--- config.mk ---
export PLATFORM = sky130hd
export DESIGN_NAME = mac_psum_accum
export DESIGN_NICKNAME = d
export VERILOG_FILES = /design/src/rtl/mac_psum_accum.sv
export SDC_FILE = /design/constraint.sdc
export NUM_CORES = 1
export LEC_CHECK = 0
export CAP_MARGIN = 20
export CORE_ASPECT_RATIO = 0.9
export CORE_MARGIN = 1.5
export CORE_UTILIZATION = 50
export DETAILED_ROUTE_END_ITERATION = 8
export GPL_TIMING_DRIVEN = 0
export PLACE_DENSITY = 0.72
export SLEW_MARGIN = 20
export SYNTH_ARGS = -nofsm -noshare
export SYNTH_HDL_FRONTEND = slang
export SYNTH_SLANG_ARGS = --single-unit
--- constraint.sdc ---
create_clock -name clock -period 4.28 [get_ports clock]
set_input_delay 0.856 -clock clock [delete_from_list [all_inputs] [get_ports clock]]
set_output_delay 0.856 -clock clock [all_outputs]
set_load 0.05 [all_outputs]
--- src/rtl/mac_psum_accum.sv ---
// mac_psum_accum
//   Downstream stage of a MAC processing-element column. Accumulates the
//   unsigned partial sums leaving the bottom PE across K-tiles into a
//   saturating ACC_W-bit result. Completed results are queued in a small
//   FIFO and drained to writeback over a valid/ready handshake.
//
// Ports
//   clock       single clock, all state on the rising edge
//   reset       asynchronous, active-low reset
//   clear       synchronous soft clear (flushes accumulation, FIFO, seq_err)
//   psum_in     partial sum from the PE column (IN_W, unsigned)
//   psum_valid  psum_in beat valid
//   psum_first  beat starts a new accumulation
//   psum_last   beat ends the accumulation
//   psum_ready  stage can accept a beat (FIFO not full, out of reset)
//   out_data    accumulated result at the FIFO head (ACC_W)
//   out_beats   number of beats summed into out_data (CNT_W, saturating)
//   out_ovf     out_data saturated
//   out_valid   FIFO non-empty
//   out_ready   consumer accepts the head entry
//   seq_err     sticky first/last framing-error flag
module mac_psum_accum #(
  parameter int IN_W       = 24,
  parameter int ACC_W      = 32,
  parameter int FIFO_DEPTH = 4,
  parameter int CNT_W      = 8
) (
  input  logic             clock,
  input  logic             reset,
  input  logic             clear,
  input  logic [IN_W-1:0]  psum_in,
  input  logic             psum_valid,
  input  logic             psum_first,
  input  logic             psum_last,
  output logic             psum_ready,
  output logic [ACC_W-1:0] out_data,
  output logic [CNT_W-1:0] out_beats,
  output logic             out_ovf,
  output logic             out_valid,
  input  logic             out_ready,
  output logic             seq_err
);

  localparam int PTR_W = (FIFO_DEPTH > 1) ? $clog2(FIFO_DEPTH) : 1;

  localparam logic [0:0] IDLE  = 1'b0;
  localparam logic [0:0] ACCUM = 1'b1;

  localparam logic [PTR_W:0]   DEPTH_C = (PTR_W+1)'(FIFO_DEPTH);
  localparam logic [CNT_W-1:0] CNT_MAX = '1;
  localparam logic [CNT_W-1:0] CNT_ONE = CNT_W'(1);
  localparam logic [ACC_W-1:0] ACC_MAX = '1;

  // Accumulator control state
  logic [0:0]       state_q, state_d;
  logic [ACC_W-1:0] acc_q, acc_d;
  logic [CNT_W-1:0] cnt_q, cnt_d;
  logic             ovf_q, ovf_d;
  logic             seq_err_q, seq_err_d;

  // FIFO state
  logic [ACC_W-1:0] mem_data_q  [FIFO_DEPTH];
  logic [CNT_W-1:0] mem_beats_q [FIFO_DEPTH];
  logic             mem_ovf_q   [FIFO_DEPTH];
  logic [PTR_W-1:0] rd_ptr_q, wr_ptr_q;
  logic [PTR_W:0]   count_q;

  logic             accept;
  logic             push, push_en, pop_en;
  logic [ACC_W-1:0] push_data;
  logic [CNT_W-1:0] push_beats;
  logic             push_ovf;

  logic [ACC_W-1:0] psum_ext;
  logic [ACC_W:0]   sum_wide;
  logic             sum_ovf;
  logic [ACC_W-1:0] sum_res;
  logic [CNT_W-1:0] cnt_inc;

  // psum_ready is gated by reset so it reads 0 while reset is held
  assign psum_ready = reset & (count_q < DEPTH_C);
  assign accept     = psum_valid & psum_ready;
  assign out_valid  = (count_q != '0);

  // One extra bit catches the carry out; a carry means the result clamps
  assign psum_ext = {{(ACC_W-IN_W){1'b0}}, psum_in};
  assign sum_wide = {1'b0, acc_q} + {1'b0, psum_ext};
  assign sum_ovf  = sum_wide[ACC_W];
  assign sum_res  = sum_ovf ? ACC_MAX : sum_wide[ACC_W-1:0];
  assign cnt_inc  = (cnt_q == CNT_MAX) ? CNT_MAX : cnt_q + CNT_ONE;

  always_comb begin
    state_d    = state_q;
    acc_d      = acc_q;
    cnt_d      = cnt_q;
    ovf_d      = ovf_q;
    seq_err_d  = seq_err_q;
    push       = 1'b0;
    push_data  = '0;
    push_beats = '0;
    push_ovf   = 1'b0;
    if (accept) begin
      if (psum_first) begin
        // A first beat while accumulating abandons the open frame
        if (state_q == ACCUM) seq_err_d = 1'b1;
        if (psum_last) begin
          push       = 1'b1;
          push_data  = psum_ext;
          push_beats = CNT_ONE;
          state_d    = IDLE;
          acc_d      = '0;
          cnt_d      = '0;
          ovf_d      = 1'b0;
        end else begin
          state_d = ACCUM;
          acc_d   = psum_ext;
          cnt_d   = CNT_ONE;
          ovf_d   = 1'b0;
        end
      end else if (state_q == IDLE) begin
        seq_err_d = 1'b1;
      end else if (psum_last) begin
        push       = 1'b1;
        push_data  = sum_res;
        push_beats = cnt_inc;
        push_ovf   = ovf_q | sum_ovf;
        state_d    = IDLE;
        acc_d      = '0;
        cnt_d      = '0;
        ovf_d      = 1'b0;
      end else begin
        acc_d = sum_res;
        cnt_d = cnt_inc;
        ovf_d = ovf_q | sum_ovf;
      end
    end
  end

  // push is only possible on an accepted beat, so never into a full FIFO
  assign push_en = push & ~clear;
  assign pop_en  = out_valid & out_ready & ~clear;

  always_ff @(posedge clock or negedge reset) begin
    if (!reset) begin
      state_q   <= IDLE;
      acc_q     <= '0;
      cnt_q     <= '0;
      ovf_q     <= 1'b0;
      seq_err_q <= 1'b0;
      rd_ptr_q  <= '0;
      wr_ptr_q  <= '0;
      count_q   <= '0;
    end else if (clear) begin
      state_q   <= IDLE;
      acc_q     <= '0;
      cnt_q     <= '0;
      ovf_q     <= 1'b0;
      seq_err_q <= 1'b0;
      rd_ptr_q  <= '0;
      wr_ptr_q  <= '0;
      count_q   <= '0;
    end else begin
      state_q   <= state_d;
      acc_q     <= acc_d;
      cnt_q     <= cnt_d;
      ovf_q     <= ovf_d;
      seq_err_q <= seq_err_d;
      if (push_en) wr_ptr_q <= wr_ptr_q + 1'b1;
      if (pop_en)  rd_ptr_q <= rd_ptr_q + 1'b1;
      case ({push_en, pop_en})
        2'b10:   count_q <= count_q + 1'b1;
        2'b01:   count_q <= count_q - 1'b1;
        default: count_q <= count_q;
      endcase
    end
  end

  // Storage needs no reset; the head is masked whenever the FIFO is empty
  always_ff @(posedge clock) begin
    if (push_en) begin
      mem_data_q[wr_ptr_q]  <= push_data;
      mem_beats_q[wr_ptr_q] <= push_beats;
      mem_ovf_q[wr_ptr_q]   <= push_ovf;
    end
  end

  assign out_data  = out_valid ? mem_data_q[rd_ptr_q]  : '0;
  assign out_beats = out_valid ? mem_beats_q[rd_ptr_q] : '0;
  assign out_ovf   = out_valid ? mem_ovf_q[rd_ptr_q]   : 1'b0;
  assign seq_err   = seq_err_q;

endmodule
==> flow_summary_export.csv, run 1 <==
group,metric,value,unit
status,status,"complete, no violations",
clock_network,tritoncts,"built",
timing,timing.final.crit_share,96.6,%
logic_synthesis,netlist-cell-type-count,62,
logic_synthesis,synthArstFlopShare,23.4,%
clock_network,cts_post_setup_buffers_inserted,0,
place,routabilityCongestion,0.959,
logic_synthesis,synth.ff_latch_count,214,
critical_path,crit_fanout,10,
logic_synthesis,synth.cells.most_frequent,"sky130_fd_sc_hd__edfxtp_1 (164), sky130_fd_sc_hd__o21ai_0 (90), sky130_fd_sc_hd__nand2_1 (73)",
clock_network,clockRootBuffer,"sky130_fd_sc_hd__clkbuf_16",
logic_synthesis,netlist_instances,838,
logic_synthesis,synth.cell_area,10600,um^2
critical_path,worst_endpoint_data_arrival_time,4360,ps
power_and_ir_drop,power.density,498,nW/um^2
floorplan,die_w,156,um
detailed_routing,drt_iter0_drc,572,
detailed_routing,post-route-drc-count,0,
floorplan,num_io_pins,75,
floorplan,initial_core_util,51.0,%
floorplan,num_rows,50,
detailed_routing,drtAntennaViolNets,0,
timing,worstMarginPinSlew,899,ps
detailed_routing,detail_route.vias_per_cell,5.73,
global_route,antenna_violations_before_repair,0,
detailed_routing,drt_pass_1_iters,7,
global_route,globalRouteOverflowTotal,0,
critical_path,required_time_reported_for_the_critical_path_endpoint,4500,ps
clock_network,clock_path_buffers,3,
logic_synthesis,synth.area.top_cells,"sky130_fd_sc_hd__edfxtp_1 (46%), sky130_fd_sc_hd__dfrtp_1 (12%), sky130_fd_sc_hd__mux4_2 (8.7%)",
timing,rsz_0062_raised_after_global_routing,"false",
power_and_ir_drop,leakagePower,4.50,nW
logic_synthesis,yosys.cell_count.top_type,"sky130_fd_sc_hd__edfxtp_1",
global_route,via_count_of_the_first_global_routing_pass,6914,
timing,max-slew-margin-rel,39.7,%
clock_network,clk_pin_slew,60,ps
cells_and_area,finalCoreUtilization,60.7,%
timing,setup_viol_count_final,0,
clock_network,cts_buffers,23,
critical_path,reg2reg_setup_slack,720,ps
logic_synthesis,synth_area_per_cell,12.6,um^2
critical_path,timing_worst_setup_path_type,"input pin to flop",
place,port_buffers,73,
global_route,grt_max_degree,52,
cells_and_area,syn_to_final_growth,19.0,%
logic_synthesis,netlist.top_cell.by_area,"sky130_fd_sc_hd__edfxtp_1",
global_route,grt_usage,23.0,%
flow_run,cap_violations,0,
floorplan,core_region_area,20800,um^2
detailed_routing,dr_wl_cell,19.4,um
clock_network,clock-sinks,214,
cells_and_area,diodes,0,
timing,final-max-slew-violation-count,0,
timing,min_period,4140,ps
timing,hold_viol,0,
detailed_routing,wirelength,24.3,mm
clock_network,postCtsHoldBufs,0,
logic_synthesis,syn-num-nets,900,
floorplan,fp.dieArea,22100,um^2
critical_path,r2r.worst_path.cells,11,
timing,final.setup.worst_slack,145,ps
cells_and_area,drive_above_1_share,12.1,%
clock_network,worst_skew_pair.late_latency,510,ps
min_path,hp-class,"input pin to async pin",
clock_network,cts.htree.levels,1,
timing,fin_worst_skew,11.1,ps
logic_synthesis,ys.warnings.count,0,
logic_synthesis,commonest_register_cell_after_synthesis,"sky130_fd_sc_hd__edfxtp_1",
logic_synthesis,synth.yosys.seq_area_share,58.3,%
place,detailed_place_hpwl,17.4,mm
logic_synthesis,synth_top_area_share,46.5,%
critical_path,critical_path.endpoint_type,"flop",
logic_synthesis,number_of_enable_flip_flop_cells_after_synthesis,164,
timing,timing.fmax,0.242,GHz
detailed_routing,dr_total_vias,7164,
place,worst_slack_placed,-472,ps
cells_and_area,num-nets-final,1010,
global_route,grt_first_pass_wirelength,38.8,mm
floorplan,die_height,141,um
critical_path,critical_path.startpoint_type,"input pin",
power_and_ir_drop,peakVddDrop,0.000253,V
## routing by layer
metal  vias to the layer above  part of all wire, %  global-route usage [%]
met2                       215                   45                    35.2
met5                         -                    0                       0
li1                       3394                    -                       -
met4                         0                  1.3                    4.51
met1                      3530                   47                    34.5
met3                        25                  6.4                    4.43
## per-stage QoR
| step | total power [mW] | hold WS (ps) | std cells | TNS, ps | cell area [um^2] |
|---|---|---|---|---|---|
| 2_1_floorplan | 3.81 | 443 | 838 | -34010 | 10600 |
| 3_3_place_gp | 4.44 | 459 | 1197 | -731590 | 11700 |
| 3_5_place_dp | 4.45 | 479 | 1209 | -21940 | 11900 |
| 4_1_cts | 6.32 | 407 | 1251 | 0 | 12600 |
| 5_1_grt | 6.53 | 443 | 1251 | 0 | 12600 |
| 6_report | 6.28 | 361 | 1251 | 0 | 12600 |
## state kept, by name, summed over array words and instances (netlist names)
| register | count |
|---|---|
| cnt_q | 8 |
| count_q | 3 |
| acc_q | 32 |
| ovf_q | 1 |
| mem_data_q | 128 |
| mem_ovf_q | 4 |
| mem_beats_q | 32 |
| rd_ptr_q | 2 |
| wr_ptr_q | 2 |
| seq_err | 1 |
| state_q | 1 |
## final cells by class
class                      count  area (um^2)
buffer                        46          226
clock buffer                  26          587
clock inverter                16          115
fill                        1654         8160
inverter                      10         37.5
multi-input combinational    568         4220
sequential                   214         6180
tap                          286          358
timing repair buffer          85          886
## layout by cell type (no fill, tap or decap), types with 12 or more instances in the layout
| master | instances |
|---|---|
| sky130_fd_sc_hd__edfxtp_1 | 164 |
| sky130_fd_sc_hd__o21ai_0 | 79 |
| sky130_fd_sc_hd__nand2_1 | 73 |
| sky130_fd_sc_hd__clkdlybuf4s50_1 | 72 |
| sky130_fd_sc_hd__nor2_1 | 55 |
| sky130_fd_sc_hd__dfrtp_1 | 50 |
| sky130_fd_sc_hd__and2_1 | 46 |
| sky130_fd_sc_hd__mux4_2 | 41 |
| sky130_fd_sc_hd__a21oi_1 | 39 |
| sky130_fd_sc_hd__clkbuf_1 | 35 |
| sky130_fd_sc_hd__ha_1 | 29 |
| sky130_fd_sc_hd__clkbuf_16 | 23 |
| sky130_fd_sc_hd__xnor2_1 | 19 |
| sky130_fd_sc_hd__nor3_1 | 18 |
| sky130_fd_sc_hd__xor2_1 | 14 |
| sky130_fd_sc_hd__nand3_1 | 14 |
| sky130_fd_sc_hd__a22oi_1 | 12 |
## report_power, final
group,leakage [nW],switching (mW),internal [mW]
clock,0.344,0.812,1.05
sequential,2.20,0.0216,2.26
combinational,1.96,1.33,0.796
## worst max-delay path: stages
cell                              delay, ps
sky130_fd_sc_hd__clkdlybuf4s50_1        570
sky130_fd_sc_hd__ha_1                   260
sky130_fd_sc_hd__fa_1                   250
sky130_fd_sc_hd__nand3_1                130
sky130_fd_sc_hd__a211oi_1               220
sky130_fd_sc_hd__nor2_1                 170
sky130_fd_sc_hd__o31ai_4                430
sky130_fd_sc_hd__a21boi_4               160
sky130_fd_sc_hd__nor2_2                 370
sky130_fd_sc_hd__buf_2                  330
sky130_fd_sc_hd__nor2_1                  80
sky130_fd_sc_hd__o21ai_1                520
## cells by family (layout without fill, tap and decap cells)
group | after synthesis | in the layout | share of synthesized area [%]
buffers and inverters | 56 | 183 | 2.27
multiplexers | 46 | 46 | 9.19
AND/OR/NAND/NOR | 259 | 259 | 12.1
XOR/XNOR | 33 | 33 | 2.73
adder cells (fa/ha/maj) | 31 | 31 | 3.80
flip-flops | 214 | 214 | 58.3
AO/OA/AOI/OAI | 199 | 199 | 11.6
## final timing paths
check                                            from                          end
worst min-delay path                            reset         acc_q[9]$_DFFE_PN0P_
max in group asynchronous                       reset       count_q[1]$_DFFE_PN0P_
worst max-delay path                       psum_in[0]  mem_data_q[3][18]$_DFFE_PP_
min in group clock              acc_q[18]$_DFFE_PN0P_        acc_q[18]$_DFFE_PN0P_
worst min register to register  acc_q[18]$_DFFE_PN0P_        acc_q[18]$_DFFE_PN0P_
worst max register to register   acc_q[0]$_DFFE_PN0P_  mem_data_q[3][18]$_DFFE_PP_
## repair_timing
action / in CTS / in global routing
gates cloned: 0 / 0
resized for setup: 6 / 13
setup endpoints to repair: 27 / 52
No activity file was read; power rests on OpenSTA's default activity.
==> inputs of run 2 (changes only) <==
--- a/config.mk
+++ b/config.mk
@@ -8,9 +8,8 @@
 export CAP_MARGIN = 20
 export CORE_ASPECT_RATIO = 0.9
-export CORE_MARGIN = 1.5
-export CORE_UTILIZATION = 50
+export CORE_UTILIZATION = 53
 export DETAILED_ROUTE_END_ITERATION = 8
 export GPL_TIMING_DRIVEN = 0
-export PLACE_DENSITY = 0.72
+export PLACE_DENSITY = 0.76
 export SLEW_MARGIN = 20
 export SYNTH_ARGS = -nofsm -noshare
==> constraint.sdc (replaced) <==
create_clock -name clock -period 4.28 [get_ports clock]
set_input_delay 0.856 -clock clock [delete_from_list [all_inputs] [get_ports clock]]
set_output_delay 0.856 -clock clock [all_outputs]
set_load 0.005 [all_outputs]
==> run 2 against run 1 <==
  * Non-clock buffer count increased by 6
  * Die area decreased by 6.9%
  * Final area decreased by 0.90%
  * Critical path depth unchanged
  * Highest routed layer unchanged
  * Register-to-register slack got worse by 40 ps
  * Sequential power about the same
  * Hold slack improved by 9.9 ps
  * Largest cell class unchanged
==> flow_summary_export.csv, run 2 (synthesized netlist as in run 1, its figures left out) <==
group,metric,value,unit
detailed_routing,met3_wire_length,2.03,mm
place,detailed_place_hpwl,17.7,mm
floorplan,num_io_pins,75,
timing,min_period,4180,ps
critical_path,critical_path.endpoint_type,"flop",
global_route,antenna_violations_before_repair,0,
timing,whs,371,ps
cells_and_area,drive_above_1_share,12.0,%
global_route,grt_usage,25.1,%
critical_path,required_time_reported_for_the_critical_path_endpoint,4490,ps
critical_path,rr_startpoint,"acc_q[0]$_DFFE_PN0P_",
floorplan,core_region_area,19400,um^2
flow_run,cap_violations,0,
detailed_routing,highest_layer,"met4",
min_path,hp-class,"input pin to async pin",
timing,max-slew-margin-rel,43.0,%
floorplan,die_w,151,um
global_route,globalRouteOverflowTotal,0,
cells_and_area,syn_to_final_growth,17.9,%
cells_and_area,diodes,0,
cells_and_area,fin_area,12500,um^2
place,routabilityCongestion,0.961,
critical_path,path_cells,"clkdlybuf4s50_1 -> ha_1 -> fa_1 -> nand3_1 -> a211oi_1 -> nor2_1 -> o31ai_4 -> a21boi_4 -> nor2_2 -> buf_2 -> nor2_1 -> o21ai_0",
critical_path,timing.critical_path.max_delay_family,"compound AO/OA/AOI/OAI gates",
timing,final-max-slew-violation-count,0,
critical_path,critical_path.slowest_cell,"sky130_fd_sc_hd__clkdlybuf4s50_1",
timing,fin_worst_skew,13.7,ps
floorplan,fp.dieArea,20600,um^2
critical_path,timing.critical_path.from,"psum_in[0]",
critical_path,reg2reg_to,"mem_data_q[1][5]$_DFFE_PP_",
cells_and_area,leading_cell_types_in_the_layout_fill_and_taps_excluded,"sky130_fd_sc_hd__edfxtp_1 (164), sky130_fd_sc_hd__o21ai_0 (81), sky130_fd_sc_hd__nand2_1 (73), sky130_fd_sc_hd__clkdlybuf4s50_1 (72), sky130_fd_sc_hd__nor2_1 (55)",
timing,rsz_0062_raised_after_global_routing,"false",
detailed_routing,detail_route.vias_per_cell,6.06,
floorplan,initial_core_util,54.6,%
clock_network,clock_path_buffers,3,
clock_network,cts.htree.levels,1,
timing,timing.fmax,0.239,GHz
place,port_buffers,73,
detailed_routing,routedLengthMet1,10.8,mm
clock_network,cts_buffers,22,
clock_network,worst_skew_pair.late_latency,510,ps
power_and_ir_drop,leakagePower,4.47,nW
place,place_area,11800,um^2
global_route,grt_max_degree,52,
place,worst_slack_placed,-429,ps
detailed_routing,drtAntennaViolNets,0,
power_and_ir_drop,fin_total_pwr,5.54,mW
detailed_routing,dr_wl_cell,20.2,um
timing,timing.final.crit_share,97.8,%
power_and_ir_drop,peakVddDrop,0.000355,V
critical_path,timing_worst_setup_path_type,"input pin to flop",
global_route,via_count_of_the_first_global_routing_pass,7105,
floorplan,die_height,136,um
critical_path,r2r.worst_path.cells,11,
clock_network,clock-sinks,214,
floorplan,num_rows,48,
timing,final.setup.worst_slack,96.1,ps
clock_network,clockRootBuffer,"sky130_fd_sc_hd__clkbuf_16",
critical_path,reg2reg_setup_slack,680,ps
critical_path,cp.buffers_inverters,2,
detailed_routing,drt_iter0_drc,540,
status,status,"complete, no violations",
timing,worstMarginPinSlew,855,ps
critical_path,worst_endpoint_data_arrival_time,4400,ps
cells_and_area,mostFrequentLayoutCell,"sky130_fd_sc_hd__edfxtp_1",
clock_network,tritoncts,"built",
global_route,grt_first_pass_wirelength,39.0,mm
detailed_routing,wirelength,24.6,mm
detailed_routing,wl_met2,11.1,mm
detailed_routing,post-route-drc-count,0,
clock_network,clk_pin_slew,60,ps
timing,final_sum_of_negative_setup_slack,0,ps
critical_path,crit_top_cell,"sky130_fd_sc_hd__nor2_1",
detailed_routing,dr_total_vias,7390,
timing,setup_viol_count_final,0,
clock_network,postCtsHoldBufs,0,
critical_path,critical_path.startpoint_type,"input pin",
power_and_ir_drop,power.density,443,nW/um^2
cells_and_area,num-nets-final,1015,
cells_and_area,top_register,"mem_data_q",
critical_path,worst_path_largest_cell_delay,570,ps
detailed_routing,drt_pass_1_iters,7,
timing,hold_viol,0,
cells_and_area,biggestRegsByFlops,"mem_data_q (128), acc_q (32), mem_beats_q (32)",
cells_and_area,number_of_flip_flops_in_the_largest_register,128,
critical_path,crit_fanout,10,
## run 2: stage by stage
stage                     utilization, %  std cells
after global routing                64.4       1219
after detailed placement            60.8       1179
after floorplan                        -        838
after CTS                           64.4       1219
after global placement              60.0       1161
final                               64.4       1219
## run 2: per-layer routing
layer	track usage (%)	up-vias
met2	38.5	332
met5	0	-
met4	7.44	0
met1	36.9	3607
li1	-	3393
met3	4.40	58
## run 2: power breakdown
| part | internal [mW] | switching [mW] |
|---|---|---|
| Combinational | 0.778 | 0.639 |
| Clock | 1.07 | 0.768 |
| Sequential | 2.26 | 0.0213 |
| Total | 4.11 | 1.43 |
## run 2: what timing repair did
item | 4_1_cts | 5_1_grt
buffers inserted | 0 | 0
setup endpoints to repair | 0 | 36
gates resized for setup | 0 | 9
## run 2: worst max path at each step
| stage | cells past startpoint | to | slack (ps) |
|---|---|---|---|
| 6_report | 12 | mem_data_q[1][5]$_DFFE_PP_ | 100 |
| 2_1_floorplan | 6 | mem_beats_q[1][0]$_DFFE_PP_ | -950 |
| 4_1_cts | 12 | mem_data_q[1][15]$_DFFE_PP_ | 80 |
| 5_1_grt | 5 | out_data[7] | 10 |
| 3_5_place_dp | 12 | mem_data_q[0][15]$_DFFE_PP_ | -430 |
| 3_3_place_gp | 7 | mem_data_q[1][10]$_DFFE_PP_ | -5470 |
## run 2: layout make-up
type                    instances  area, um^2
clock inverters                 5        63.8
flip-flops and latches        214        6180
inverters                      10        37.5
fillers                      1450        6910
multi-input cells             568        4200
well taps                     250         313
clock buffers                  35         629
plain buffers                  46         203
repair buffers                 91         875
## run 2: worst register-to-register path, cell delays in order, from the launching register on
cell	delay, ps
sky130_fd_sc_hd__dfrtp_1	370
sky130_fd_sc_hd__ha_1	220
sky130_fd_sc_hd__fa_1	240
sky130_fd_sc_hd__nand3_1	130
sky130_fd_sc_hd__a211oi_1	250
sky130_fd_sc_hd__nor2_1	180
sky130_fd_sc_hd__o31ai_4	410
sky130_fd_sc_hd__a21boi_4	160
sky130_fd_sc_hd__nor2_2	360
sky130_fd_sc_hd__buf_2	350
sky130_fd_sc_hd__nor2_1	100
sky130_fd_sc_hd__o21ai_0	540
==> inputs of run 3 (changes only) <==
- ABC_CLOCK_PERIOD_IN_PS: default -> 4280
- CORE_MARGIN: default -> 8
==> run 3 against run 2 <==
  * The flow now finishes with violations (setup timing)
  * Critical path depth stayed put
  * Combinational power hardly changed
  * Count of clock-buffer cells in the layout is 8 lower
  * Cell count is 0.49% higher
  * Clock skew is 3.9 ps lower
  * Clock power is 11% higher
  * Sequential power hardly changed
  * Fmax is 2.4% lower
  * Total power is 4.0% higher
  * Global-route usage is 3.9 points lower
  * Hold slack better by 22 ps
==> flow_summary_export.csv, run 3 (synthesized netlist as in run 1, its figures left out) <==
group,metric,value,unit
clock_network,clock-sinks,214,
critical_path,reg2reg_setup_slack,620,ps
timing,max-slew-margin-rel,36.0,%
timing,final-max-slew-violation-count,0,
power_and_ir_drop,power.density,458,nW/um^2
critical_path,worst_endpoint_data_arrival_time,4480,ps
cells_and_area,leading_cell_types_in_the_layout_fill_and_taps_excluded,"sky130_fd_sc_hd__edfxtp_1 (164), sky130_fd_sc_hd__o21ai_0 (83), sky130_fd_sc_hd__nand2_1 (73), sky130_fd_sc_hd__clkdlybuf4s50_1 (72), sky130_fd_sc_hd__nor2_1 (55)",
floorplan,die_height,150,um
cells_and_area,drive_above_1_share,12.8,%
critical_path,critical_path.endpoint_type,"flop",
timing,final.setup.worst_slack,-5.33,ps
cells_and_area,finalCoreUtilization,63.5,%
clock_network,clk_pin_slew,70,ps
cells_and_area,top_register,"mem_data_q",
place,detailed_place_hpwl,18.4,mm
clock_network,cts.htree.levels,1,
global_route,grt_usage,21.2,%
detailed_routing,drtAntennaViolNets,0,
clock_network,tritoncts,"built",
floorplan,num_rows,49,
critical_path,required_time_reported_for_the_critical_path_endpoint,4470,ps
cells_and_area,mostFrequentLayoutCell,"sky130_fd_sc_hd__edfxtp_1",
power_and_ir_drop,peakVddDrop,0.000267,V
floorplan,core_region_area,19800,um^2
floorplan,die_w,165,um
floorplan,num_io_pins,75,
timing,worstMarginPinSlew,957,ps
clock_network,clockRootBuffer,"sky130_fd_sc_hd__clkbuf_16",
cells_and_area,layout.cells.non_filler,1225,
detailed_routing,dr_total_vias,7339,
clock_network,postCtsHoldBufs,0,
power_and_ir_drop,power_report.internal_total,4.28,mW
timing,timing.fmax,0.233,GHz
status,status,"finished with violations",
detailed_routing,drt_pass_1_iters,5,
cells_and_area,syn_to_final_growth,18.8,%
detailed_routing,drt_iter0_drc,665,
place,port_buffers,73,
floorplan,initial_core_util,53.5,%
critical_path,rr_startpoint,"acc_q[0]$_DFFE_PN0P_",
power_and_ir_drop,total_switching_power,1.48,mW
min_path,hp-class,"input pin to async pin",
timing,hold_viol,0,
cells_and_area,biggestRegsByFlops,"mem_data_q (128), acc_q (32), mem_beats_q (32)",
place,place_area,11800,um^2
global_route,antenna_violations_before_repair,0,
cells_and_area,diodes,0,
global_route,grt_first_pass_wirelength,40.6,mm
power_and_ir_drop,power.combinational.fraction,24.9,%
timing,fin_worst_skew,9.79,ps
place,worst_slack_placed,-508,ps
critical_path,r2r.worst_path.cells,11,
cells_and_area,num-nets-final,1016,
timing,setup_viol_count_final,2,
power_and_ir_drop,p_seq_share,39.6,%
place,routabilityCongestion,0.944,
place,post-place-cells,1185,
clock_network,worst_skew_pair.late_latency,500,ps
clock_network,cts_post_setup_buffers_inserted,0,
cells_and_area,number_of_flip_flops_in_the_largest_register,128,
detailed_routing,dr_wl_cell,21.5,um
flow_run,cap_violations,0,
timing,min_period,4290,ps
clock_network,clock_path_buffers,3,
power_and_ir_drop,netSwitchingFraction,25.7,%
global_route,grt_max_degree,52,
detailed_routing,post-route-drc-count,0,
critical_path,reg2reg_to,"mem_data_q[0][20]$_DFFE_PP_",
status,violations_in_the_final_reports,"setup timing",
critical_path,timing_worst_setup_path_type,"input pin to flop",
timing,rsz_0062_raised_after_global_routing,"false",
global_route,via_count_of_the_first_global_routing_pass,7136,
power_and_ir_drop,leakagePower,4.52,nW
critical_path,crit_fanout,10,
cells_and_area,fin_area,12600,um^2
power_and_ir_drop,power.clock.fraction,35.4,%
detailed_routing,wirelength,26.3,mm
floorplan,fp.dieArea,24800,um^2
timing,timing.final.crit_share,100,%
critical_path,critical_path.startpoint_type,"input pin",
global_route,globalRouteOverflowTotal,0,
timing,whs,392,ps
detailed_routing,detail_route.vias_per_cell,5.99,
clock_network,cts_buffers,22,
## run 3: cell count changes in the layout (fill, tap and decap cells not counted), sizes merged
cell | previous run | this run
buf | 31 | 30
clkinvlp | 1 | 3
bufinv | 1 | 4
inv | 10 | 11
clkbuf | 68 | 62
clkinv | 3 | 5
## run 3: what timing repair did
action,CTS,global route
setup endpoints to repair,4,28
endpoints found under the hold margin,0,0
pin swaps,0,0
resized for setup,1,10
## run 3: final cells by class
| type | instances | area, um^2 |
|---|---|---|
| clock inverter | 13 | 183 |
| tap | 255 | 319 |
| sequential | 214 | 6180 |
| buffer | 46 | 205 |
| clock buffer | 27 | 591 |
| timing repair buffer | 92 | 878 |
| multi-input combinational | 568 | 4200 |
| inverter | 10 | 37.5 |
| fill | 1475 | 7220 |
## run 3: routing by layer
layer | global-route usage (%) | wire (um) | share of wire (%) | up-vias
met5 | 0 | 0 | 0 | -
met4 | 4.82 | 350 | 1.3 | 0
met3 | 3.53 | 2040 | 7.8 | 26
met2 | 33.5 | 12200 | 46 | 279
met1 | 30.4 | 11700 | 45 | 3635
li1 | - | - | - | 3399
## run 3: worst max path at each step
| stage | startpoint | end | slack (ps) | depth (start not counted) |
|---|---|---|---|---|
| floorplan | reset | mem_beats_q[1][0]$_DFFE_PP_ | -950 | 6 |
| CTS | psum_in[0] | mem_data_q[1][18]$_DFFE_PP_ | 40 | 12 |
| finish | psum_in[0] | mem_data_q[0][20]$_DFFE_PP_ | -5 | 12 |
| detailed placement | psum_in[0] | mem_data_q[0][13]$_DFFE_PP_ | -510 | 12 |
| global route | psum_in[0] | mem_data_q[2][20]$_DFFE_PP_ | 7 | 12 |
| global placement | reset | mem_data_q[0][12]$_DFFE_PP_ | -5590 | 7 |
## run 3: power groups by stage
stage                     logic [mW]  registers (mW)  clock network [mW]
after global placement          1.42            2.32                   0
after CTS                       1.46            2.28                2.06
after detailed placement        1.44            2.32                   0
after global routing            1.57            2.28                2.13
final                           1.44            2.28                2.04
after floorplan                0.778            2.32                   0
## run 3: critical path, cell delays in order
cell and delay, ps:
sky130_fd_sc_hd__clkdlybuf4s50_1 580, sky130_fd_sc_hd__ha_1 260, sky130_fd_sc_hd__fa_1 240, sky130_fd_sc_hd__nand3_1 130, sky130_fd_sc_hd__a211oi_1 230, sky130_fd_sc_hd__nor2_1 160
sky130_fd_sc_hd__o31ai_4 430, sky130_fd_sc_hd__a21boi_4 170, sky130_fd_sc_hd__nor2_2 360, sky130_fd_sc_hd__buf_2 340, sky130_fd_sc_hd__nor2_1 100, sky130_fd_sc_hd__o21ai_0 620
## run 3: metrics by stage
stage / power [mW] / setup TNS, ps
after floorplan: 3.10 / -154750
after global placement: 3.74 / -1091690
final: 5.76 / -10.4
after detailed placement: 3.77 / -21220
after global routing: 5.99 / 0
after CTS: 5.80 / 0
